==> config.mk <==
export PLATFORM = sky130hd
export DESIGN_NAME = prefix_addsub_pipe
export DESIGN_NICKNAME = d
export VERILOG_FILES = /design/src/rtl/adder_pkg.sv /design/src/rtl/prefix_addsub_pipe_level.sv /design/src/rtl/prefix_addsub_pipe.sv
export SDC_FILE = /design/constraint.sdc
export NUM_CORES = 1
export LEC_CHECK = 0
export ABC_AREA = 1
export CORE_UTILIZATION = 60
export DETAILED_ROUTE_END_ITERATION = 8
export PLACE_DENSITY = 0.8
export SLEW_MARGIN = 30
export SYNTH_ARGS = -nofsm -noshare
export SYNTH_HDL_FRONTEND = slang
export SYNTH_SLANG_ARGS = --single-unit
==> constraint.sdc <==
create_clock -name clk -period 8.4 [get_ports clk]
set_clock_uncertainty 0.2 [all_clocks]
set_input_delay 1.26 -clock clk [delete_from_list [all_inputs] [get_ports clk]]
set_output_delay 1.26 -clock clk [all_outputs]
set_load 0.01 [all_outputs]
==> src/rtl/adder_pkg.sv <==
// rtl/adder_pkg.sv - shared sizing helpers and prefix pipeline slot layout for prefix_addsub_pipe
`ifndef ADDER_PKG_SV
`define ADDER_PKG_SV

// Slot payload width depends on the instance N, so the struct is built per instance from this macro.
`define ADDER_PG_SLOT_T(W) struct packed { \
    logic [(W)-1:0] p;                     \
    logic [(W)-1:0] g;                     \
    logic [(W)-1:0] p0;                    \
    logic           c0;                    \
    logic           valid;                 \
}

package adder_pkg;

    function automatic int levels(input int n);
        return $clog2(n);
    endfunction

    function automatic int lat(input int n, input int reg_every);
        return 2 + (levels(n) - 1) / reg_every;
    endfunction

endpackage

`endif

==> src/rtl/prefix_addsub_pipe_level.sv <==
// rtl/prefix_addsub_pipe_level.sv - one combinational Kogge-Stone prefix level with span D
module prefix_level #(
    parameter int N = 32,
    parameter int D = 1
) (
    input  logic [N-1:0] p_in,
    input  logic [N-1:0] g_in,
    output logic [N-1:0] p_out,
    output logic [N-1:0] g_out
);

    for (genvar i = 0; i < N; i++) begin : g_bit
        if (i >= D) begin : g_merge
            assign g_out[i] = g_in[i] | (p_in[i] & g_in[i-D]);
            assign p_out[i] = p_in[i] & p_in[i-D];
        end else begin : g_pass
            assign g_out[i] = g_in[i];
            assign p_out[i] = p_in[i];
        end
    end

endmodule

==> src/rtl/prefix_addsub_pipe.sv <==
// rtl/prefix_addsub_pipe.sv - pipelined Kogge-Stone add/sub with valid/ready; PREFIX_ADDSUB_FLAGS_EN adds zero/neg
module prefix_addsub_pipe
    import adder_pkg::*;
#(
    parameter int N         = 32,
    parameter int REG_EVERY = 2
) (
    input  logic         clk,
    input  logic         reset,
    input  logic         in_valid,
    output logic         in_ready,
    input  logic [N-1:0] a,
    input  logic [N-1:0] b,
    input  logic         cin,
    input  logic         sub,
    output logic         out_valid,
    input  logic         out_ready,
    output logic [N-1:0] sum,
    output logic         cout,
`ifdef PREFIX_ADDSUB_FLAGS_EN
    output logic         zero,
    output logic         neg,
`endif
    output logic         ovf
);

    localparam int LEVELS = levels(N);
    localparam int NS     = lat(N, REG_EVERY) - 1;

    typedef `ADDER_PG_SLOT_T(N) pg_slot_t;

    pg_slot_t       slot_q [NS];
    pg_slot_t       slot_d [NS];
    logic [N-1:0]   lin_p  [LEVELS];
    logic [N-1:0]   lin_g  [LEVELS];
    logic [N-1:0]   lout_p [LEVELS];
    logic [N-1:0]   lout_g [LEVELS];
    logic [NS:0]    vld;
    logic [NS:0]    adv;
    logic [N-1:0]   b_eff;
    logic           c0_in;
    logic [N:0]     c;
    logic [N-1:0]   sum_d;
    logic           out_valid_q;

    assign b_eff = sub ? ~b : b;
    assign c0_in = sub ? ~cin : cin;

    for (genvar s = 0; s < LEVELS; s++) begin : g_lvl
        if (s % REG_EVERY == 0) begin : g_from_slot
            assign lin_p[s] = slot_q[s / REG_EVERY].p;
            assign lin_g[s] = slot_q[s / REG_EVERY].g;
        end else begin : g_chain
            assign lin_p[s] = lout_p[s-1];
            assign lin_g[s] = lout_g[s-1];
        end
        prefix_level #(.N(N), .D(1 << s)) u_level (
            .p_in  (lin_p[s]),
            .g_in  (lin_g[s]),
            .p_out (lout_p[s]),
            .g_out (lout_g[s])
        );
    end

    // Handshake: a slot moves on when its successor is empty or itself moving this cycle.
    always_comb begin
        vld = '0;
        adv = '0;
        for (int j = 0; j < NS; j++) vld[j] = slot_q[j].valid;
        vld[NS] = out_valid_q;
        adv[NS] = out_valid_q && out_ready;
        for (int j = NS - 1; j >= 0; j--) adv[j] = vld[j] && (!vld[j+1] || adv[j+1]);
    end

    assign in_ready = !vld[0] || adv[0];

    always_comb begin
        for (int j = 0; j < NS; j++) slot_d[j] = slot_q[j];
        slot_d[0].p     = a ^ b_eff;
        slot_d[0].g     = a & b_eff;
        slot_d[0].p0    = a ^ b_eff;
        slot_d[0].c0    = c0_in;
        slot_d[0].valid = in_valid;
        for (int j = 1; j < NS; j++) begin
            slot_d[j].p     = lout_p[j*REG_EVERY-1];
            slot_d[j].g     = lout_g[j*REG_EVERY-1];
            slot_d[j].p0    = slot_q[j-1].p0;
            slot_d[j].c0    = slot_q[j-1].c0;
            slot_d[j].valid = slot_q[j-1].valid;
        end
    end

    always_ff @(posedge clk) begin
        for (int j = 0; j < NS; j++) begin
            if (reset) begin
                slot_q[j].valid <= 1'b0;
            end else if (!vld[j] || adv[j]) begin
                slot_q[j] <= slot_d[j];
            end
        end
    end

    always_comb begin
        c    = '0;
        c[0] = slot_q[NS-1].c0;
        for (int i = 0; i < N; i++) begin
            c[i+1] = lout_g[LEVELS-1][i] | (lout_p[LEVELS-1][i] & slot_q[NS-1].c0);
        end
        sum_d = slot_q[NS-1].p0 ^ c[N-1:0];
    end

    // Output payload only loads on a real beat so a drained pipe keeps its last result.
    always_ff @(posedge clk) begin
        if (reset) begin
            out_valid_q <= 1'b0;
            sum         <= '0;
            cout        <= 1'b0;
            ovf         <= 1'b0;
`ifdef PREFIX_ADDSUB_FLAGS_EN
            zero        <= 1'b0;
            neg         <= 1'b0;
`endif
        end else if (!vld[NS] || adv[NS]) begin
            out_valid_q <= vld[NS-1];
            if (vld[NS-1]) begin
                sum  <= sum_d;
                cout <= c[N];
                ovf  <= c[N] ^ c[N-1];
`ifdef PREFIX_ADDSUB_FLAGS_EN
                zero <= (sum_d == '0);
                neg  <= sum_d[N-1];
`endif
            end
        end
    end

    assign out_valid = out_valid_q;

endmodule
==> PnR_summary.wiki <==
{| class="wikitable"
! Metric !! Value
|-
| Status || finished clean
|-
| Number of synthesis warnings || 0
|-
| Number of top-level design ports || 106
|-
| Number of inserted diodes || 0
|-
| Setup CP Type || input port to output port
|-
| Antenna violation net count after detailed routing || 0
|-
| Compound-Gate Fraction of Synth Area || 6.57%
|-
| Leakage power of the design || 5.48 nW
|-
| Nets@finish || between 1000 and 1500
|-
| CTS resizes || 0
|-
| Sequential cell area || 0.00851 sq mm
|-
| Number of logic stages on the critical path including buffering || 8
|-
| Mux contribution to synthesized area || 0%
|-
| Worst R2R Start || slot_q[2][0]
|-
| Slowest stage cell on the critical path || sky130_fd_sc_hd__clkdlybuf4s50_1
|-
| Adder-cell share of the synthesized area || under 10%
|-
| Worst setup slack after placement || around 4.0 ns
|-
| Synth area leaders || sky130_fd_sc_hd__edfxtp_1 (66%), sky130_fd_sc_hd__dfxtp_1 (5.9%), sky130_fd_sc_hd__nand2_1 (5.3%)
|-
| Power density cells || 235 mW/mm^2
|-
| Row count || 51
|-
| Detailed Routing Iterations Pass 1 || 5
|-
| Post-CTS setup-driven buffer insertion count || 0
|-
| Critical path endpoint || in_ready
|-
| Maximum number of pins on one net before global-route repair || 87
|-
| Number of input and output port buffers inserted || 105
|-
| Most heavily used metal layer in global routing || met2
|-
| Slew at the pin closest to its max-slew limit || 0.816 ns
|-
| Worst Setup Start Kind || input port
|-
| Total nets after synthesis || 1042
|-
| Share of the clock period used by the worst path after layout || 52.3%
|-
| Chip width || 143 um
|-
| Clock insertion delay at the later pin of the skew report || 0.53 ns
|-
| Maximum clock frequency || 228 MHz
|-
| Time the worst path needs with I/O delays and setup || 4.39 ns
|-
| Clk slew on worst S/H paths || 0.06 ns
|-
| Cell-by-cell trace of the critical path || clkdlybuf4s50_1 -> inv_1 -> nand2_2 -> nor2_1 -> nand2_1 -> nor2_1 -> inv_1 -> clkdlybuf4s50_1
|-
| H-tree Lvls || 1
|-
| Global route total overflow || 0
|-
| Type of the tightest min-delay check || flop to flop
|-
| Max Transition Viols Final || 0
|-
| Cells on worst reg2reg path || 6
|-
| End of the worst register-to-register path || slot_q[2][76]
|-
| Crit path max fanout || 4
|-
| Hold Fails Final Rpt || 0
|-
| Delay of the slowest cell on the worst path || 0.48 ns
|-
| Met1 track utilization from global routing || roughly a third
|-
| Start point of the critical path || out_ready
|-
| Initial core utilization || between 60% and 70%
|-
| Number of distinct library cell variants in the gate-level netlist after synthesis || 23
|-
| Mean cell area of the mapped netlist || around 13 sq um
|-
| Finish-stage setup viols || 0
|-
| Initial antenna violation count || 0
|-
| Cell count after synthesis || around 940
|-
| TritonCTS clock tree || done
|-
| Detailed-route DRC error count || 0
|-
| # hold bufs at CTS || 0
|-
| Number of maximum-capacitance constraint violations || 0
|-
| Worst Path Arrival || 2.93 ns
|-
| Fin Setup TNS || 0 ns
|-
| Die span in y || 143 um
|-
| Total half-perimeter wirelength after legalization and detailed placement || between 15 and 20 mm
|-
| Core occupancy in the finished layout || 72.8%
|-
| Sequential-to-total area share from yosys stat || a little under three quarters
|-
| Cell area after synthesis || ~0.012 sq mm
|-
| VDD IR-drop max || approximately 210 uV
|-
| Number of clock buffers inserted by TritonCTS || 28
|-
| Wirelength, routed || 22.8 mm
|-
| Count of vias placed by the detailed router || 7261
|-
| Core footprint || 0.0195 sq mm
|-
| Setup slack, reg-to-reg || 5.88 ns
|-
| Dominant combinational cell family by area after synthesis || simple AND/OR/NAND/NOR gates
|-
| Commonest cells after routing, fill and taps aside || sky130_fd_sc_hd__edfxtp_1 (260), sky130_fd_sc_hd__nand2_1 (167), sky130_fd_sc_hd__nor2_1 (105)
|-
| Area growth from synthesis to layout || 19.0%
|-
| First-pass GRT wire length || 36.1 mm
|-
| Critical path buffers and inverters || 4
|-
| Remaining max-slew budget at the tightest pin || between 40% and 50%
|-
| Cell taking the most area after synthesis || sky130_fd_sc_hd__edfxtp_1
|-
| Largest delay share family, worst path || buffers and inverters
|-
| Global-route track usage on met3 || 3.76%
|-
| Iteration-0 DRC count of the detailed router || 610
|-
| Kind of end point of the critical path || output port
|-
| Register bit count reported by yosys || 295
|-
| Combined area of the multi-input logic cells || 0.00306 sq mm
|-
| Leading cell type in the layout, fill and taps excluded || sky130_fd_sc_hd__edfxtp_1
|-
| Mean routed wirelength per cell || 17.0 um
|-
| Maximum buffer depth of the clock tree || 3
|-
| Top cell type's share of synthesized area || 65.5%
|-
| Via count of the first global-routing pass || 7111
|-
| Clk root buf || sky130_fd_sc_hd__clkbuf_16
|-
| RePlAce Congestion || 0.861
|-
| CTS sink count || 295
|-
| Fraction of layout instances using a drive strength above 1 || 6.46%
|-
| Synth Area in XOR/XNOR || 3.60%
|-
| Area enclosed by the die boundary || 0.0204 sq mm
|-
| Setup repair after global routing missed its margin || false
|-
| Count of filler cells inserted in the layout || between 1000 and 1500
|-
| Fraction of the mapped netlist area in simple logic gates || 12.0%
|-
| Crit path setup slack, layout || 4.01 ns
|-
| All-layer global routing usage || 23.6%
|-
| Detailed-route vias per instance || 5.39
|-
| Required time at the worst-slack endpoint || between 6 and 7 ns
|-
| GRT met2 Usage || between 30% and 40%
|}
-- power by group --
group	leakage, nW	switching [mW]	internal, mW	total [mW]
Combinational	2.16	0.138	0.109	0.246
Clock	0.457	0.512	0.762	1.27
Sequential	2.86	0.0748	1.73	1.80
Total	5.48	0.724	2.60	3.32
-- cells by family (layout without fill, tap and decap cells) --
kind of cell	count (synthesis)	in the layout
flops	295	295
simple gates	342	342
buf+inv	81	225
fa+ha+maj	33	33
xor+xnor	49	49
compound gates	139	139
-- worst min-delay path by stage --
stage,cells past startpoint,startpoint,to,slack [ns]
final,0,slot_q[1][32],slot_q[2][32],0.22
after global routing,0,slot_q[1][32],slot_q[2][32],0.23
after CTS,0,slot_q[1][32],slot_q[2][32],0.22
after detailed placement,0,slot_q[1][32],slot_q[2][32],0.21
after global placement,0,slot_q[1][7],slot_q[2][7],0.21
after floorplan,0,slot_q[0][1],slot_q[1][1],0.20
-- metal layers --
metal	up-vias	share of wire, %
li1	3507	-
met4	0	2.9
met5	-	0
met2	321	48
met1	3382	42
met3	51	7.0
-- synthesized netlist by cell type, drive strengths merged --
cell,instances
or2,16
buf,14
nor3,6
inv,64
o21bai,20
dfxtp,35
edfxtp,260
nand2,169
ha,33
xor2,35
clkbuf,3
o21ai,42
nand3b,14
xnor2,14
a21oi,62
a21o,15
nor2,106
nand3,31
-- stage by stage --
stage          instance area [sq um]  power [mW]  cells  hold slack (ns)
2_1_floorplan                  11900        1.95    939            0.200
3_3_place_gp                   13200        2.06   1296            0.207
3_5_place_dp                   13200        2.08   1296            0.206
4_1_cts                        14200        3.34   1348            0.221
5_1_grt                        14200        3.43   1348            0.233
6_report                       14200        3.32   1348            0.220
-- cell type report --
cell class	instances	area share, %
clock buffer	35	5.35
multi-input combinational	563	21.6
sequential	295	60.0
tap	265	2.34
clock inverter	17	1.35
timing repair buffer	109	7.63
inverter	64	1.72
-- state kept, by name, summed over array words and instances, names as in the netlist --
name / flops
cout: 1
out_valid: 1
ovf: 1
slot_q: 260
sum: 32
(Power assumes the default switching activity.)
